$ cat src/rtl/unidade_controle_jogada.sv
// rtl/unidade_controle_jogada.sv - Moore control unit sequencing one round of the counter/compare game
//
// Optional feature: define TIMEOUT_EN to add an ESPERA watchdog that forces a miss
// after TIMEOUT_CYCLES cycles without a player move.
//
// Ports:
//   clock      in   rising-edge system clock
//   reset      in   synchronous active-low reset
//   iniciar    in   start/restart request (level)
//   jogada     in   player move button (only its rising edge is used)
//   igual      in   datapath compare result
//   fim        in   datapath counter terminal count
//   zera       out  clear datapath counter and register
//   carrega    out  load switches into datapath register
//   conta      out  increment datapath counter
//   pronto     out  round finished
//   acertou    out  round ended with all matches
//   errou      out  round ended with a mismatch or timeout
//   timeout    out  miss was caused by timeout
//   db_estado  out  current state code for the debug display
`timescale 1ns/1ps

module unidade_controle_jogada #(
  parameter int TIMEOUT_CYCLES = 3000
) (
  input  logic       clock,
  input  logic       reset,
  input  logic       iniciar,
  input  logic       jogada,
  input  logic       igual,
  input  logic       fim,
  output logic       zera,
  output logic       carrega,
  output logic       conta,
  output logic       pronto,
  output logic       acertou,
  output logic       errou,
  output logic       timeout,
  output logic [3:0] db_estado
);

  typedef enum logic [3:0] {
    INICIAL  = 4'h0,
    PREPARA  = 4'h1,
    ESPERA   = 4'h2,
    REGISTRA = 4'h4,
    COMPARA  = 4'h5,
    PROXIMO  = 4'h6,
    ACERTOU  = 4'hA,
    ERROU    = 4'hE
  } estado_t;

  estado_t estado;
  estado_t proximo;
  logic    jogada_d;
  logic    jogada_ev;
  logic    expirou;

  always_ff @(posedge clock) begin
    if (!reset) begin
      estado   <= INICIAL;
      jogada_d <= 1'b0;
    end else begin
      estado   <= proximo;
      jogada_d <= jogada;
    end
  end

  // A held button yields a single event; events outside ESPERA are simply ignored.
  assign jogada_ev = jogada & ~jogada_d;

`ifdef TIMEOUT_EN
  localparam int TW = $clog2(TIMEOUT_CYCLES);
  localparam logic [TW-1:0] TMAX = TW'(TIMEOUT_CYCLES - 1);

  logic [TW-1:0] timer;
  logic          por_timeout;

  // Held at zero outside ESPERA, so every entry into ESPERA starts from zero.
  always_ff @(posedge clock) begin
    if (!reset) begin
      timer <= '0;
    end else if (estado != ESPERA) begin
      timer <= '0;
    end else begin
      timer <= timer + 1'b1;
    end
  end

  assign expirou = (estado == ESPERA) && (timer == TMAX);

  // Remembers that ERROU was reached from ESPERA (only a timeout does that);
  // dropped as soon as ERROU is left.
  always_ff @(posedge clock) begin
    if (!reset) begin
      por_timeout <= 1'b0;
    end else if (estado == ESPERA) begin
      por_timeout <= (proximo == ERROU);
    end else begin
      por_timeout <= por_timeout && (proximo == ERROU);
    end
  end

  assign timeout = (estado == ERROU) && por_timeout;
`else
  logic cfg_unused;
  assign cfg_unused = (TIMEOUT_CYCLES >= 2);
  assign expirou    = 1'b0;
  assign timeout    = 1'b0;
`endif

  always_comb begin
    proximo = INICIAL;
    case (estado)
      INICIAL:  proximo = iniciar ? PREPARA : INICIAL;
      PREPARA:  proximo = ESPERA;
      ESPERA: begin
        // A move on the expiry cycle takes priority over the timeout.
        if (jogada_ev)    proximo = REGISTRA;
        else if (expirou) proximo = ERROU;
        else              proximo = ESPERA;
      end
      REGISTRA: proximo = COMPARA;
      COMPARA: begin
        if (!igual)   proximo = ERROU;
        else if (fim) proximo = ACERTOU;
        else          proximo = PROXIMO;
      end
      PROXIMO:  proximo = ESPERA;
      ACERTOU:  proximo = iniciar ? PREPARA : ACERTOU;
      ERROU:    proximo = iniciar ? PREPARA : ERROU;
      default:  proximo = INICIAL;
    endcase
  end

  always_comb begin
    zera    = 1'b0;
    carrega = 1'b0;
    conta   = 1'b0;
    pronto  = 1'b0;
    acertou = 1'b0;
    errou   = 1'b0;
    case (estado)
      PREPARA:  zera    = 1'b1;
      REGISTRA: carrega = 1'b1;
      PROXIMO:  conta   = 1'b1;
      ACERTOU: begin
        pronto  = 1'b1;
        acertou = 1'b1;
      end
      ERROU: begin
        pronto = 1'b1;
        errou  = 1'b1;
      end
      default: ;
    endcase
  end

  assign db_estado = estado;

endmodule

$ cat config.mk
export PLATFORM = sky130hd
export DESIGN_NAME = unidade_controle_jogada
export DESIGN_NICKNAME = d
export VERILOG_FILES = /design/src/rtl/unidade_controle_jogada.sv
export SDC_FILE = /design/constraint.sdc
export NUM_CORES = 1
export LEC_CHECK = 0
export BUFFER_PORTS_ARGS = -buffer_cell sky130_fd_sc_hd__clkbuf_2
export CAP_MARGIN = 20
export CORE_AREA = 2 2 39 41
export CTS_BUF_LIST = sky130_fd_sc_hd__clkbuf_8
export DETAILED_ROUTE_END_ITERATION = 10
export DIE_AREA = 0 0 41 43
export PLACE_DENSITY = 0.53
export SYNTH_ARGS = -nofsm -noshare
export SYNTH_HDL_FRONTEND = slang
export SYNTH_SLANG_ARGS = --single-unit
$ cat constraint.sdc
create_clock -name clock -period 1.81 [get_ports clock]
set_clock_uncertainty 0.2 [all_clocks]
set_input_delay 0.0905 -clock clock [delete_from_list [all_inputs] [get_ports clock]]
set_output_delay 0.0905 -clock clock [all_outputs]
set_load 0.01 [all_outputs]
* After elaboration in Yosys (flattened, before gate mapping)
Index checks and enable logic that the tools add are counted.
W data, S select, Z words.
** Storage, ports and cells
- Output and inout port bits :: 11
- Logic and storage cells :: 27
- Input port bits :: 6
- Bits in registers :: 5
** Cells by class
- Reductions and logical operators :: 3
- Multiplexer cells :: 13
- Bitwise operators :: 2
- Equal/unequal tests :: 7
** Operators by type and width (number)
- $pmux W4 S7 :: 1
- $mux W4 :: 4
- $eq A4 B3 Y1 const B :: 3
- $eq A4 B4 Y1 const B :: 2
- $mux W1 :: 7
- $eq A4 B1 Y1 const B :: 1
- $eq A4 B2 Y1 const B :: 1
- $logic_not A4 Y1 :: 1
- $reduce_or A2 Y1 :: 2
- $mux W3 :: 1
- $and A1 B1 Y1 :: 1
- $not A1 Y1 :: 1

* Depth between registers and ports, before layout
- Word-level depth :: 4
- Mapped depth :: 4
- Mapped depth without buffers :: 3

* Least setup slack after synthesis
Ideal clock, no wire load.
- Kind :: reg-to-reg
- Start :: register estado[3] (netlist: db_estado[3])
- End :: register estado[1] (netlist: db_estado[1])
- Library setup time :: 0.115 ns
- Stages on the path, launching flop included :: 5
- Setup slack :: 0.461 ns
- Arrival time :: 1.034 ns
- Path buffers :: 1
- Data required time :: 1.495 ns
- Period minus slack after synthesis :: 1.349 ns
- Cells stage by stage :: dfxtp_1 buf_6 nor4b_1 a211oi_1 o21a_1
** Between the ends
- Cells in the longest elaborated chain, start to end :: 3
- Elaborated cells on any way between the ends :: 10
- Classes of those cells :: eq/ne: 7; mux: 1; reduce/logical: 2
** RTL lines
- start, declared :: line 53 : estado_t estado;
- start signal, assigned :: line 64 : estado <= proximo;
- $eq A4 B3 Y1 or $eq A4 B1 Y1 (tied branches) :: line 114 : case (estado)
- $reduce_or A2 Y1 (no source line)
- $pmux W4 S7 * :: line 114
Every way passes the cells marked *; elsewhere a longest branch is shown, timed or not.
A chain may end at the register's enable or synchronous reset.

* Worst setup path after layout
- Start :: register estado[0] (netlist: db_estado[0])
- End :: output port acertou
** Between the ends
- Cells in the longest elaborated chain, start to end :: 2
** RTL lines
- $eq A4 B4 Y1 :: line 143 : case (estado)
- $mux W1 :: line 143
- end, declared :: line 36 : output logic acertou,
No other way between the ends.

==> run summary <==
HPWL Detailed - 547 um
final hold violations - 0
Synthesized Nets - 43
DIE WIDTH - 41 um
# resized after CTS - 0
VDD IR max - 299 uV
min Tclk post-route - 1630 ps
Seq/Total Area, Yosys - 0.323
final global-route overflow total - 0
area occupied by multi-input gates - 191 um2
maximum level of the CTS H-tree - 1
Yosys Warn Count - 0
Final Slew Violations - 0
Clock transition at path regs - 30 ps
Clk Latency, worst-skew pair - 220 ps
vias in the first global route - 298
startpoint types - flop
share of cells above drive strength 1 - 0.379
TritonCTS buffer count - 3
port bufs - 15
largest net degree at the start of global routing - 12
Pwr Density - 777 nW/um2
global placement routability congestion - 0.746
Leak - 0.213 nW
# setup viols final - 0
endpoint type of the worst setup path - output pin
Die Ht - 43 um
final worst-path cycle share - 0.902
syn_area_per_cell - 8.39 um2
Reg area - 100 um2
Worst Hold Class - in -> reg
Fillers - 155
unrepaired setup endpoints after global routing - false
Post-Route Setup TNS - 0 ps
status - completed
CTS sink count - 5
synthesized cell area - 310 um2
vias per cell - 4.47
critical path data required time - 1520 ps
Synth cell types - 24
drc violations - 0
DR pass1 iterations - 4
Tot GR Track Use - 0.107
average wire per standard cell - 9.89 um
Antenna Cells - 0
Root Driver - clkbuf_8
Via Count - 331
Post-DP Area - 387 um2
first-pass GRT wire length - 1210 um
worst-path fanout max - 8
most frequent cells in the layout - clkbuf_2 (15), dfxtp_1 (5), dlygate4sd3_1 (4)
WL final - 732 um
CTS tree - built
CP Class - reg -> out
max-capacitance violation count - 0
Design Area, Final - 472 um2
leading cell type in the layout, fill and taps excluded - clkbuf_2
row count - 14
ANT nets after route - 0
#FFs+latches synth - 5
Core Region - 1380 um2
I/O pin count - 17
post-synthesis cell count - 37
effective utilization at floorplan - 0.224
WP data arrival - 1340 ps
clock buffer depth - 2
drt initial violations - 1
f_max - 0.613 GHz
Final nets - 65
initial antenna violation count - 0
die footprint - 1760 um2
Layout Area Growth over Synthesis - 52.0%
## cell usage after synthesis (all sizes together)
cell	number	area share
dfxtp	5	0.32
nand2b	4	0.10
nor2	3	0.036
nor3	3	0.048
and2	2	0.044
buf	2	0.060
nand2	2	0.024
nor2b	2	0.040
o21ai	2	0.032
a211oi	1	0.024
a21oi	1	0.016
a311o	1	0.032
a31oi	1	0.020
and2b	1	0.024
and3	1	0.024
conb	1	0.012
nand3	1	0.016
nor4b	1	0.028
nor4bb	1	0.032
o21a	1	0.024
o21ba	1	0.032
## per-layer routing
layer,vias up,global-route usage,share of wire
met5,-,0,0
met1,154,0.116,0.44
li1,170,-,-
met3,0,0.0628,0.042
met4,0,0.0800,0
met2,7,0.147,0.51
## sequential cells by signal, indices dropped and copies added (netlist names)
name,cells
db_estado,4
jogada_d,1
## worst paths after layout
| path | from | to | slack, ps | depth (start not counted) |
|---|---|---|---|---|
| max | db_estado[0]$_SDFF_PN0_ | acertou | 180 | 4 |
| max reg2reg | db_estado[3]$_SDFF_PN0_ | db_estado[2]$_SDFF_PN0_ | 380 | 3 |
| min reg2reg | jogada_d$_SDFF_PN0_ | db_estado[2]$_SDFF_PN0_ | 350 | 3 |
| min | igual | db_estado[2]$_SDFF_PN0_ | 70 | 3 |
## repair_timing
item | in CTS | in global routing
setup buffers | 0 | 0
endpoints found under the hold margin | 4 | 0
hold buffers | 4 | 0
## critical path: stages, from the launching register on
cell and delay, ps:
dfxtp_1 420, and2b_1 250, and2_2 200, nor2b_1 120
clkbuf_2 130
## kinds of logic (layout without fill, tap and decap cells)
logic type,after synthesis,in the layout,synth area share
simple gates,21,21,0.423
other cells,1,1,0.0121
buf+inv,2,23,0.0605
compound gates,8,8,0.181
flops,5,5,0.323
## through the flow
stage / util / setup WS [ps] / hold slack [ps] / total power [mW] / instances
6_report: 0.341 / 177 / 72.4 / 0.366 / 74
4_1_cts: 0.341 / 175 / 66.2 / 0.374 / 74
5_1_grt: 0.341 / 65.2 / 77.4 / 0.387 / 74
2_1_floorplan: - / 461 / 8.22 / 0.149 / 37
3_3_place_gp: 0.279 / 402 / 117 / 0.165 / 66
3_5_place_dp: 0.279 / 383 / 112 / 0.165 / 66
## layout make-up
| class | count | share of cell area |
|---|---|---|
| Multi-Input combinational cell | 30 | 0.406 |
| Timing Repair Buffer | 19 | 0.244 |
| Sequential cell | 5 | 0.212 |
| Clock buffer | 3 | 0.0875 |
| Tap cell | 16 | 0.0424 |
| Clock inverter | 1 | 0.00796 |
## where the power goes
| part | switching, mW | internal (mW) | total, mW |
|---|---|---|---|
| registers | 0.00776 | 0.116 | 0.124 |
| clock network | 0.0513 | 0.145 | 0.196 |
| logic | 0.0213 | 0.0250 | 0.0463 |
Note: power is estimated with default switching activity, not from simulation.
